===== src/rtl/dmem_commit_ctrl_if.sv =====
// D-cache port between the commit-side memory controller (master) and the d-cache (slave).
interface dmem_commit_ctrl_if;
   logic        dmem_read;
   logic        dmem_write;
   logic [31:0] dmem_address;
   logic [31:0] dmem_wdata;
   logic [3:0]  dmem_mbe;
   logic        dmem_resp;
   logic [31:0] dmem_rdata;

   modport master (
      output dmem_read,
      output dmem_write,
      output dmem_address,
      output dmem_wdata,
      output dmem_mbe,
      input  dmem_resp,
      input  dmem_rdata
   );

   modport slave (
      input  dmem_read,
      input  dmem_write,
      input  dmem_address,
      input  dmem_wdata,
      input  dmem_mbe,
      output dmem_resp,
      output dmem_rdata
   );
endinterface


===== src/rtl/dmem_commit_ctrl.sv =====
// Commit-side data-memory responder: performs the LD/ST at the ROB head on the d-cache port
// using addresses and store data staged per ROB entry.
module dmem_commit_ctrl #(
   parameter int unsigned ROB_DEPTH = 8,
   localparam int unsigned IdxW = $clog2(ROB_DEPTH)
) (
   input  logic                 clk,
   input  logic                 rst,
   input  logic                 addr_valid,
   input  logic [IdxW-1:0]      addr_rob_idx,
   input  logic [31:0]          addr,
   input  logic [2:0]           funct3,
   input  logic [31:0]          st_data,
   input  logic [ROB_DEPTH-1:0] allocated_rob_entries,
   input  logic [IdxW-1:0]      head_ptr,
   input  logic                 data_read,
   input  logic                 data_write,
   input  logic                 flush_in_prog,
   output logic                 data_mem_resp,
   output logic [31:0]          ld_data,
   dmem_commit_ctrl_if.master   dmem
);

   typedef enum logic [1:0] {StIdle, StReq, StDone} state_e;

   state_e               state_q;
   logic [ROB_DEPTH-1:0] tbl_valid_q;
   logic [ROB_DEPTH-1:0] tbl_we;
   logic [31:0]          tbl_addr_q   [ROB_DEPTH];
   logic [31:0]          tbl_data_q   [ROB_DEPTH];
   logic [2:0]           tbl_funct3_q [ROB_DEPTH];

   logic [IdxW-1:0] cur_idx_q;
   logic [1:0]      cur_off_q;
   logic [2:0]      cur_funct3_q;

   logic        dmem_read_q;
   logic        dmem_write_q;
   logic [31:0] dmem_address_q;
   logic [31:0] dmem_wdata_q;
   logic [3:0]  dmem_mbe_q;
   logic        data_mem_resp_q;
   logic [31:0] ld_data_q;

   logic        start;
   logic [31:0] head_addr;
   logic [31:0] head_data;
   logic [2:0]  head_funct3;
   logic [1:0]  head_off;
   logic [3:0]  head_mbe;
   logic [31:0] head_wdata;
   logic [7:0]  rd_byte;
   logic [15:0] rd_half;
   logic [31:0] ld_ext;

   // A write to the entry currently in flight is ignored so the access stays consistent.
   always_comb begin
      tbl_we = '0;
      for (int unsigned i = 0; i < ROB_DEPTH; i++) begin
         tbl_we[i] = addr_valid && allocated_rob_entries[i] && (addr_rob_idx == IdxW'(i))
                     && !(state_q == StReq && cur_idx_q == IdxW'(i));
      end
   end

   always_ff @(posedge clk or posedge rst) begin
      if (rst) begin
         tbl_valid_q <= '0;
      end else begin
         for (int unsigned i = 0; i < ROB_DEPTH; i++) begin
            if (!allocated_rob_entries[i]) begin
               tbl_valid_q[i] <= 1'b0;
            end else if (state_q == StDone && cur_idx_q == IdxW'(i)) begin
               tbl_valid_q[i] <= 1'b0;
            end else if (tbl_we[i]) begin
               tbl_valid_q[i] <= 1'b1;
            end
         end
      end
   end

   always_ff @(posedge clk) begin
      for (int unsigned i = 0; i < ROB_DEPTH; i++) begin
         if (tbl_we[i]) begin
            tbl_addr_q[i]   <= addr;
            tbl_data_q[i]   <= st_data;
            tbl_funct3_q[i] <= funct3;
         end
      end
   end

   always_comb begin
      head_addr   = tbl_addr_q[head_ptr];
      head_data   = tbl_data_q[head_ptr];
      head_funct3 = tbl_funct3_q[head_ptr];
      head_off    = head_addr[1:0];
      start       = (state_q == StIdle) && (data_read || data_write) && !flush_in_prog
                    && tbl_valid_q[head_ptr];
      case (head_funct3)
         3'b000, 3'b100: begin
            head_mbe   = 4'b0001 << head_off;
            head_wdata = {4{head_data[7:0]}};
         end
         3'b001, 3'b101: begin
            head_mbe   = 4'b0011 << {head_off[1], 1'b0};
            head_wdata = {2{head_data[15:0]}};
         end
         default: begin
            head_mbe   = 4'hF;
            head_wdata = head_data;
         end
      endcase
   end

   always_comb begin
      rd_byte = dmem.dmem_rdata[{cur_off_q, 3'b000} +: 8];
      rd_half = dmem.dmem_rdata[{cur_off_q[1], 4'b0000} +: 16];
      case (cur_funct3_q)
         3'b000:  ld_ext = {{24{rd_byte[7]}}, rd_byte};
         3'b100:  ld_ext = {24'h0, rd_byte};
         3'b001:  ld_ext = {{16{rd_half[15]}}, rd_half};
         3'b101:  ld_ext = {16'h0, rd_half};
         default: ld_ext = dmem.dmem_rdata;
      endcase
   end

   always_ff @(posedge clk or posedge rst) begin
      if (rst) begin
         state_q         <= StIdle;
         cur_idx_q       <= '0;
         cur_off_q       <= '0;
         cur_funct3_q    <= '0;
         dmem_read_q     <= 1'b0;
         dmem_write_q    <= 1'b0;
         dmem_address_q  <= '0;
         dmem_wdata_q    <= '0;
         dmem_mbe_q      <= '0;
         data_mem_resp_q <= 1'b0;
         ld_data_q       <= '0;
      end else begin
         unique case (state_q)
            StIdle: begin
               if (start) begin
                  state_q        <= StReq;
                  cur_idx_q      <= head_ptr;
                  cur_off_q      <= head_off;
                  cur_funct3_q   <= head_funct3;
                  // Read wins when both requests are raised together.
                  dmem_read_q    <= data_read;
                  dmem_write_q   <= !data_read;
                  dmem_address_q <= {head_addr[31:2], 2'b00};
                  dmem_wdata_q   <= head_wdata;
                  dmem_mbe_q     <= head_mbe;
               end
            end
            StReq: begin
               if (dmem.dmem_resp) begin
                  state_q         <= StDone;
                  dmem_read_q     <= 1'b0;
                  dmem_write_q    <= 1'b0;
                  data_mem_resp_q <= 1'b1;
                  ld_data_q       <= dmem_read_q ? ld_ext : 32'h0;
               end
            end
            StDone: begin
               state_q         <= StIdle;
               data_mem_resp_q <= 1'b0;
               ld_data_q       <= '0;
            end
            default: state_q <= StIdle;
         endcase
      end
   end

   assign dmem.dmem_read    = dmem_read_q;
   assign dmem.dmem_write   = dmem_write_q;
   assign dmem.dmem_address = dmem_address_q;
   assign dmem.dmem_wdata   = dmem_wdata_q;
   assign dmem.dmem_mbe     = dmem_mbe_q;
   assign data_mem_resp     = data_mem_resp_q;
   assign ld_data           = ld_data_q;

endmodule


===== src/flat_wrapper.sv =====
// flat-port wrapper written by rule: the top's interface ports become plain ports
module dmem_commit_ctrl_flat 
#(
   parameter int unsigned ROB_DEPTH = 8,
   localparam int unsigned IdxW = $clog2(ROB_DEPTH)
)
  (clk, rst, addr_valid, addr_rob_idx, addr, funct3, st_data, allocated_rob_entries, head_ptr, data_read, data_write, flush_in_prog, data_mem_resp, ld_data, dmem_dmem_read, dmem_dmem_write, dmem_dmem_address, dmem_dmem_wdata, dmem_dmem_mbe, dmem_dmem_resp, dmem_dmem_rdata);
  dmem_commit_ctrl_if dmem_i ();
  input  logic clk;
  input  logic rst;
  input  logic addr_valid;
  input  logic [IdxW-1:0] addr_rob_idx;
  input  logic [31:0] addr;
  input  logic [2:0] funct3;
  input  logic [31:0] st_data;
  input  logic [ROB_DEPTH-1:0] allocated_rob_entries;
  input  logic [IdxW-1:0] head_ptr;
  input  logic data_read;
  input  logic data_write;
  input  logic flush_in_prog;
  output logic data_mem_resp;
  output logic [31:0] ld_data;
  output wire logic [$bits(dmem_i.dmem_read)-1:0] dmem_dmem_read;
  output wire logic [$bits(dmem_i.dmem_write)-1:0] dmem_dmem_write;
  output wire logic [$bits(dmem_i.dmem_address)-1:0] dmem_dmem_address;
  output wire logic [$bits(dmem_i.dmem_wdata)-1:0] dmem_dmem_wdata;
  output wire logic [$bits(dmem_i.dmem_mbe)-1:0] dmem_dmem_mbe;
  input wire logic [$bits(dmem_i.dmem_resp)-1:0] dmem_dmem_resp;
  input wire logic [$bits(dmem_i.dmem_rdata)-1:0] dmem_dmem_rdata;
  assign dmem_dmem_read = dmem_i.dmem_read;
  assign dmem_dmem_write = dmem_i.dmem_write;
  assign dmem_dmem_address = dmem_i.dmem_address;
  assign dmem_dmem_wdata = dmem_i.dmem_wdata;
  assign dmem_dmem_mbe = dmem_i.dmem_mbe;
  assign dmem_i.dmem_resp = dmem_dmem_resp;
  assign dmem_i.dmem_rdata = dmem_dmem_rdata;
  dmem_commit_ctrl #(.ROB_DEPTH(ROB_DEPTH)) u_core (.clk(clk), .rst(rst), .addr_valid(addr_valid), .addr_rob_idx(addr_rob_idx), .addr(addr), .funct3(funct3), .st_data(st_data), .allocated_rob_entries(allocated_rob_entries), .head_ptr(head_ptr), .data_read(data_read), .data_write(data_write), .flush_in_prog(flush_in_prog), .data_mem_resp(data_mem_resp), .ld_data(ld_data), .dmem(dmem_i));
endmodule

===== config.mk =====
export PLATFORM = sky130hd
export DESIGN_NAME = dmem_commit_ctrl_flat
export DESIGN_NICKNAME = d
export VERILOG_FILES = /design/src/rtl/dmem_commit_ctrl_if.sv /design/src/rtl/dmem_commit_ctrl.sv /design/src/flat_wrapper.sv
export SDC_FILE = /design/constraint.sdc
export NUM_CORES = 1
export LEC_CHECK = 0
export BUFFER_PORTS_ARGS = -buffer_cell sky130_fd_sc_hd__buf_2
export CORE_AREA = 2 2 220 222
export CTS_CLUSTER_SIZE = 12
export DETAILED_ROUTE_END_ITERATION = 10
export DIE_AREA = 0 0 222 224
export PLACE_DENSITY = 0.84
export SLEW_MARGIN = 30
export SYNTH_ARGS = -nofsm -noshare
export SYNTH_HDL_FRONTEND = slang
export SYNTH_SLANG_ARGS = --single-unit

===== constraint.sdc =====
create_clock -name clk -period 5.5 [get_ports clk]
set_input_delay 0.275 -clock clk [delete_from_list [all_inputs] [get_ports clk]]
set_output_delay 0.275 -clock clk [all_outputs]
set_load 0.03 [all_outputs]

==> summary.md, run 1 <==
| Metric | Value |
|---|---|
| Status | finished, final reports clean |
| Die width | 222 um |
| Clk slew on worst S/H paths | around 60 ps |
| Final nets | 1,784 |
| Layout area overhead | 17.9% |
| Hold_sp | dmem_dmem_rdata[4] |
| Slew margin rel. | 0.329 |
| R2R Path End | u_core.cur_off_q[0]$_DFFE_PP0P_ |
| DRT Pass-1 Iters | 5 |
| CP Max Fanout | a little over 40 |
| CTS H-tree depth | 3 |
| VDD IR max | 0.000309 V |
| CTS tree | yes |
| Initial Util | 0.544 |
| Postcts setup bufs | 0 |
| Hold Path Class | in -> reg |
| Initial antenna violation count | 7 |
| Max Transition Viols Final | 0 |
| DP HPWL | 36,100 um |
| Hold Vio Cnt, Final | 0 |
| Adder-Cell Fraction of Synth Area | 0 |
| Critical Path Max Stage Delay | around 670 ps |
| Pleak | 10.8 nW |
| Pwr Density | between 300 and 400 nW/um2 |
| Worst path required time | slightly below 6000 ps |
| Mapped Cells | 1,354 |
| Die area | 49,700 um2 |
| Drt total wl | 63,100 um |
| Largest family of logic cells by synthesized area | multiplexers |
| Post-synth EDFFs | 536 |
| Synth Area in Simple Gates | 0.0363 |
| First-pass GRT wire length | 94,000 um |
| Post-synthesis mux area share | 0.145 |
| Startpoint types | primary input |
| Worst-Skew Late Latency | 600 ps |
| Yosys reg bits | 655 |
| Avg Cell Area, Syn | 19.0 um2 |
| Final ANT Viol Nets | 0 |
| Detailed Route Iter0 Violations | 1,457 |
| Maximum clock frequency | between 0.3 and 0.4 GHz |
| GPL Wtd Cong | about 0.90 |
| Hold slack final | 27.5 ps |
| Ports | 223 |
| Async SR Flop Fraction | 0.182 |
| Final core occ | 0.642 |
| Layout cells sized above 1 | 0.319 |
| Number of global-route vias before repair | 15,557 |
| Actual slew at the worst max-slew pin | 1010 ps |
| Slowest stage cell, crit path | clkinv_2 |
| Crit end category | register |
| Sequential cell area fraction in the yosys report | 0.740 |
| Pin count of the biggest net entering global routing | 78 |
| Vias | 14,769 |
| Die height | around 220 um |
| Filler cells | between 3,000 and 4,000 |
| Buffers on Ports | 220 |
| Setup WS pre-CTS | 1750 ps |
| Flop2flop setup slack | 2400 ps |
| RSZ-0062 raised after global routing | no |
| Clk buf depth | 3 |
| Clock sinks | 655 |
| Clk_skew | 18.4 ps |
| Synth Flop Type | edfxtp_1 |
| Root Buffer | clkbuf_16 |
| Tcrit/Tclk final | 0.584 |
| Core Area | 47,300 um2 |
| Num CTS Buffers | 67 |
| Wirelength per Cell | 27.0 um |
| Power Total | around 12 mW |
| Post-synthesis compound-gate area fraction | 0.0600 |
| CP most frequent cell | buf_4 |
| Setup TNS | 0 ps |
| Hold_buf cts | 81 |
| Post-DR vias/cell | ~6.3 |
| FF-to-FF path depth | 4 |
| Crit path DAT | 3680 ps |
| Final setup margin | 2290 ps |
| Grt ovf | 0 |
| Crit path launch | head_ptr[2] |
| Max-Cap Viols | 0 |
| Yosys cell types | 53 |
| Post-Synth XOR/XNOR Area | 0 |
| Residual DRC count | 0 |
| # setup viols final | 0 |
| Netlist Area Pre-Place | 25,800 um2 |
| Gr usage total | 0.256 |
| CTS resizes | 0 |
| Final Critical Period | 3210 ps |
| Start of the worst register-to-register path | u_core.state_q[0]$_DFFE_PP0P_ |
| Critical-path cell list | buf_2 -> buf_4 -> clkinv_2 -> mux2i_4 -> nor2_4 -> buf_4 -> mux2_2 |
| Site row count | 80 |
| YS warnings | 0 |
| CP Capture Point | u_core.cur_off_q[0]$_DFFE_PP0P_ |
| Setup CP Type | in -> reg |
==> worst min-delay path by stage <==
stage                                          to  slack [ps]  depth (start not counted)
2_1_floorplan  u_core.dmem.dmem_write$_DFFE_PP0P_         360                          1
3_3_place_gp       u_core.ld_data[24]$_DFFE_PP0P_         340                          2
3_5_place_dp       u_core.ld_data[24]$_DFFE_PP0P_         350                          2
4_1_cts             u_core.ld_data[6]$_DFFE_PP0P_           4                          3
5_1_grt             u_core.ld_data[4]$_DFFE_PP0P_          20                          3
6_report            u_core.ld_data[4]$_DFFE_PP0P_          30                          3
==> logic make-up (layout without fill, tap and decap cells) <==
| logic type | count (synthesis) | count (layout) |
|---|---|---|
| flip-flops | 655 | 655 |
| multiplexers | 190 | 190 |
| buffers and inverters | 93 | 453 |
| other | 1 | 6 |
| AO/OA/AOI/OAI | 225 | 225 |
| AND/OR/NAND/NOR | 190 | 190 |
==> registers in the layout, summed over array words and instances (netlist names) <==
register / count
u_core.dmem.dmem_address: 30
u_core.data_mem_resp: 1
u_core.state_q: 2
u_core.dmem.dmem_read: 1
u_core.tbl_valid_q: 8
u_core.cur_off_q: 2
u_core.dmem.dmem_mbe: 4
u_core.dmem.dmem_write: 1
u_core.tbl_data_q: 256
u_core.cur_funct3_q: 3
u_core.tbl_funct3_q: 24
u_core.cur_idx_q: 3
u_core.tbl_addr_q: 256
u_core.ld_data: 32
u_core.dmem.dmem_wdata: 32
==> layout make-up <==
class / count / area, um2 / area share
sequential: 655 / 19100 / 0.628
multi-input combinational: 607 / 6320 / 0.208
timing repair buffer: 325 / 2140 / 0.0703
clock buffer: 110 / 1920 / 0.0633
tap: 615 / 769 / 0.0253
clock inverter: 10 / 113 / 0.00371
inverter: 8 / 36.3 / 0.00119
antenna: 4 / 10.0 / 0.000329
==> stage by stage <==
stage	cells	instance area [um2]
3_5_place_dp	2128	27500
3_3_place_gp	2127	27500
2_1_floorplan	1355	25800
4_1_cts	2329	30300
5_1_grt	2333	30400
6_report	2334	30400
==> cells in the final DEF, fill, tap and decap left out, types with 12 or more instances in the layout <==
master         synthesis  layout
buf_4                 16      21
a21oi_1               54      54
nand2b_1              25      25
a32o_1                16      16
o21ai_0               44      44
nand2_1               95      95
mux2_2                41      41
clkbuf_1              31      38
nand3_1               15      15
a211oi_1              13      13
dlygate4sd3_1          0      81
clkbuf_16              0      70
dfrtp_1              119     119
nor2_1                13      12
buf_2                 29     218
edfxtp_1             536     536
mux4_2               138     138
a31oi_1               44      40
==> layer usage <==
metal  global-route usage  vias up  routed length, um
met5                    0        -                 32
met4                0.118        6               2610
met2                0.428      919              32000
met3               0.0647      182               5860
met1                0.317     7549              22600
li1                     -     6113                  -
==> Yosys cell counts, types with 15 or more instances <==
cell type | number | share of area
mux2_2 | 41 | 0.018
dfrtp_1 | 119 | 0.12
a31oi_1 | 44 | 0.011
buf_2 | 29 | 0.0056
edfxtp_1 | 536 | 0.62
nand2_1 | 95 | 0.014
mux4_2 | 138 | 0.12
o21ai_0 | 44 | 0.0085
clkbuf_1 | 31 | 0.0045
a21oi_1 | 54 | 0.010
nand3_1 | 15 | 0.0029
nand2b_1 | 25 | 0.0061
buf_4 | 16 | 0.0047
a32o_1 | 16 | 0.0062
==> power breakdown <==
part | total, mW | internal, mW | switching (mW)
sequential | 5.91 | 5.66 | 0.257
clock | 4.30 | 2.45 | 1.85
combinational | 1.64 | 0.558 | 1.08
total | 11.8 | 8.66 | 3.18
==> critical path: cells and delay by family <==
kind	cells	cell delay, ps
buf+inv	4	1780
mux	2	870
simple gates	1	570
No activity file was read; power rests on OpenSTA's default activity.
==> inputs of run 2 (changes only) <==
--- a/config.mk
+++ b/config.mk
@@ -6,11 +6,11 @@
 export NUM_CORES = 1
 export LEC_CHECK = 0
 export BUFFER_PORTS_ARGS = -buffer_cell sky130_fd_sc_hd__buf_2
-export CORE_AREA = 2 2 220 222
+export CORE_AREA = 2 2 222 224
 export CTS_CLUSTER_SIZE = 12
 export DETAILED_ROUTE_END_ITERATION = 10
-export DIE_AREA = 0 0 222 224
-export PLACE_DENSITY = 0.84
+export DIE_AREA = 0 0 224 226
+export PLACE_DENSITY = 0.86
 export SLEW_MARGIN = 30
 export SYNTH_ARGS = -nofsm -noshare
 export SYNTH_HDL_FRONTEND = slang
==> constraint.sdc (replaced) <==
create_clock -name clk -period 2.9 [get_ports clk]
set_input_delay 0.145 -clock clk [delete_from_list [all_inputs] [get_ports clk]]
set_output_delay 0.145 -clock clk [all_outputs]
set_load 0.03 [all_outputs]
==> run 2 against run 1 <==
  * Sequential power grew 90%
  * Non-clock buffer count grew 51
  * Via count grew 3.1%
  * Highest routed layer unchanged
  * Clock power up 87%
  * Total power grew 90%
  * Count of clock-buffer cells in the layout decreased by 2
  * Wire length up 6.4%
  * Critical endpoint is now u_core.ld_data[5]$_DFFE_PP0P_
  * Critical path type is now reg -> reg
  * First-iteration DRC count rose by 30%
  * Flip-flop and latch count stayed put
  * Utilization decreased by 0.084 points
  * Worst hold slack improved by 84 ps
==> summary.md, run 2 (synthesized netlist as in run 1, its figures left out) <==
| Metric | Value |
|---|---|
| Layout area overhead | 20.2% (was 17.9%) |
| DP Area | 27,800 um2 (was 27,500 um2) |
| FF-to-FF path depth | 6 (was 4) |
| Clock sinks | 655 (unchanged) |
| Root Buffer | clkbuf_16 (unchanged) |
| Hold slack final | 112 ps (was 27.5 ps) |
| Slew margin rel. | 0.455 (was 0.329) |
| Site row count | 81 (was 80) |
| Clk_skew | 20.7 ps (was 18.4 ps) |
| Final Critical Period | roughly 2500 ps |
| Final nets | 1,836 (was 1,784) |
| Initial Util | 0.533 (was 0.544) |
| Worst path required time | 3420 ps (was 5970 ps) |
| Wirelength per Cell | 28.0 um (was 27.0 um) |
| DP HPWL | 38,900 um (was 36,100 um) |
| Die area | 50,600 um2 (was 49,700 um2) |
| Max Transition Viols Final | 0 (unchanged) |
| Pwr Density | 726 nW/um2 (was 390 nW/um2) |
| Startpoint types | register (was primary input) |
| Residual DRC count | 0 (unchanged) |
| Final core occ | 0.641 (was 0.642) |
| DRT Pass-1 Iters | 6 (was 5) |
| Crit path DAT | 3020 ps (was 3680 ps) |
| Gr usage total | 0.270 (was 0.256) |
| Post-DR vias/cell | 6.36 (was 6.33) |
| Hold Vio Cnt, Final | 0 (unchanged) |
| Drt total wl | 67,100 um (was 63,100 um) |
| First-pass GRT wire length | 100,000 um (was 94,000 um) |
| Number of global-route vias before repair | 15,876 (was 15,557) |
| Clk buf depth | 3 (unchanged) |
| Placed insts | 2,155 (was 2,128) |
| CTS H-tree depth | 3 (unchanged) |
| Pleak | 11.1 nW (was 10.8 nW) |
| Detailed Route Iter0 Violations | 1,897 (was 1,457) |
| # setup viols final | 0 (unchanged) |
| Slowest stage cell, crit path | dlygate4sd3_1 (was clkinv_2) |
| Max-Cap Viols | 0 (unchanged) |
| Pin count of the biggest net entering global routing | 69 (was 78) |
| Non-Filler Instances | 2,393 (was 2,334) |
| Die width | 224 um (was 222 um) |
| Core Area | 48,300 um2 (was 47,300 um2) |
| Final ANT Viol Nets | 0 (unchanged) |
| Tcrit/Tclk final | 0.861 |
| Worst-Skew Late Latency | 590 ps (was 600 ps) |
| VDD IR max | 0.000640 V (was 0.000309 V) |
| Grt ovf | 0 (unchanged) |
| Layout cells sized above 1 | 0.323 (was 0.319) |
| Crit end category | register (unchanged) |
| Status | finished, final reports clean (unchanged) |
| Clk slew on worst S/H paths | 60 ps (about the same) |
| Actual slew at the worst max-slew pin | 817 ps (was 1010 ps) |
| Leading cell type in the layout, fill and taps excluded | edfxtp_1 (unchanged) |
| Hold Path Class | in -> reg (unchanged) |
| Num CTS Buffers | 68 (was 67) |
| Power Total | 22.5 mW (was 11.8 mW) |
| Largest registers | u_core.tbl_addr_q x256, u_core.tbl_data_q x256 (unchanged) |
| RSZ-0062 raised after global routing | no (unchanged) |
| Critical-path cell list | and3b_1 -> and2_1 -> buf_4 -> o21ai_0 -> o31ai_1 -> dlygate4sd3_1 (was buf_2 -> buf_4 -> clkinv_2 -> mux2i_4 -> nor2_4 -> buf_4 -> mux2_2) |
| Critical Path Max Stage Delay | 580 ps (was 670 ps) |
| Most frequent cells in the layout | edfxtp_1, buf_2, mux4_2 (unchanged) |
| Setup CP Type | reg -> reg (was in -> reg) |
| Die height | 226 um (was 224 um) |
| CP Max Fanout | 28 (was 41) |
| Hold Path Cell Cnt | 4 (was 3) |
| Vias | 15,220 (was 14,769) |
| Ports | 223 (unchanged) |
| Maximum clock frequency | 0.401 GHz |
| Buffers on Ports | 220 (unchanged) |
| CTS tree | yes (unchanged) |
| GPL Wtd Cong | 0.892 (was 0.905) |
| Initial antenna violation count | 8 (was 7) |
| Finished Cell Area | 31,000 um2 (was 30,400 um2) |
==> run 2: final cells by class <==
type / count / area [um2]
Sequential cell: 655 / 19100
Fill cell: 3065 / 17400
Multi-Input combinational cell: 607 / 6320
Timing Repair Buffer: 376 / 2720
Clock buffer: 108 / 1930
Tap cell: 622 / 778
Clock inverter: 13 / 109
Inverter: 8 / 35.0
Antenna cell: 4 / 10.0
==> run 2: repair_timing <==
item	4_1_cts	5_1_grt
setup buffers	0	0
gates resized for setup	0	0
endpoints found under the hold margin	615	0
hold buffers	112	0
==> run 2: path summary, 6_finish.rpt <==
path | start | endpoint | slack [ps]
worst max register to register | u_core.state_q[0]$_DFFE_PP0P_ | u_core.ld_data[5]$_DFFE_PP0P_ | 400
max in group asynchronous | rst | u_core.tbl_valid_q[6]$_DFFE_PP0P_ | 1970
worst min register to register | u_core.ld_data[29]$_DFFE_PP0P_ | u_core.ld_data[29]$_DFFE_PP0P_ | 490
min in group asynchronous | rst | u_core.data_mem_resp$_DFFE_PP0P_ | 120
worst min-delay path | flush_in_prog | u_core.state_q[0]$_DFFE_PP0P_ | 110
worst max-delay path | u_core.state_q[0]$_DFFE_PP0P_ | u_core.ld_data[5]$_DFFE_PP0P_ | 400
==> run 2: stage by stage <==
step                setup TNS, ps  setup slack (ps)
floorplan                 -124960              -529
global placement                0               637
CTS                             0               494
finish                          0               404
global route                    0               288
detailed placement              0               592
==> run 2: where the power goes <==
part,switching (mW),total (mW),internal (mW)
combinational,2.12,3.24,1.12
clock,3.45,8.06,4.61
sequential,0.450,11.2,10.7
==> run 2: critical path: cells and delay by family (launching register included) <==
kind | cells | cell delay (ps)
buffers and inverters | 2 | 860
AO/OA/AOI/OAI | 2 | 410
flip-flops | 1 | 510
AND/OR/NAND/NOR | 2 | 640
==> run 2: per-layer routing <==
metal  track usage  up-vias  share of wire
li1              -     6211              -
met1         0.333     7828           0.35
met2         0.471     1000           0.52
met3        0.0612      175          0.093
met4        0.0983        6          0.033
met5             0        -        0.00052
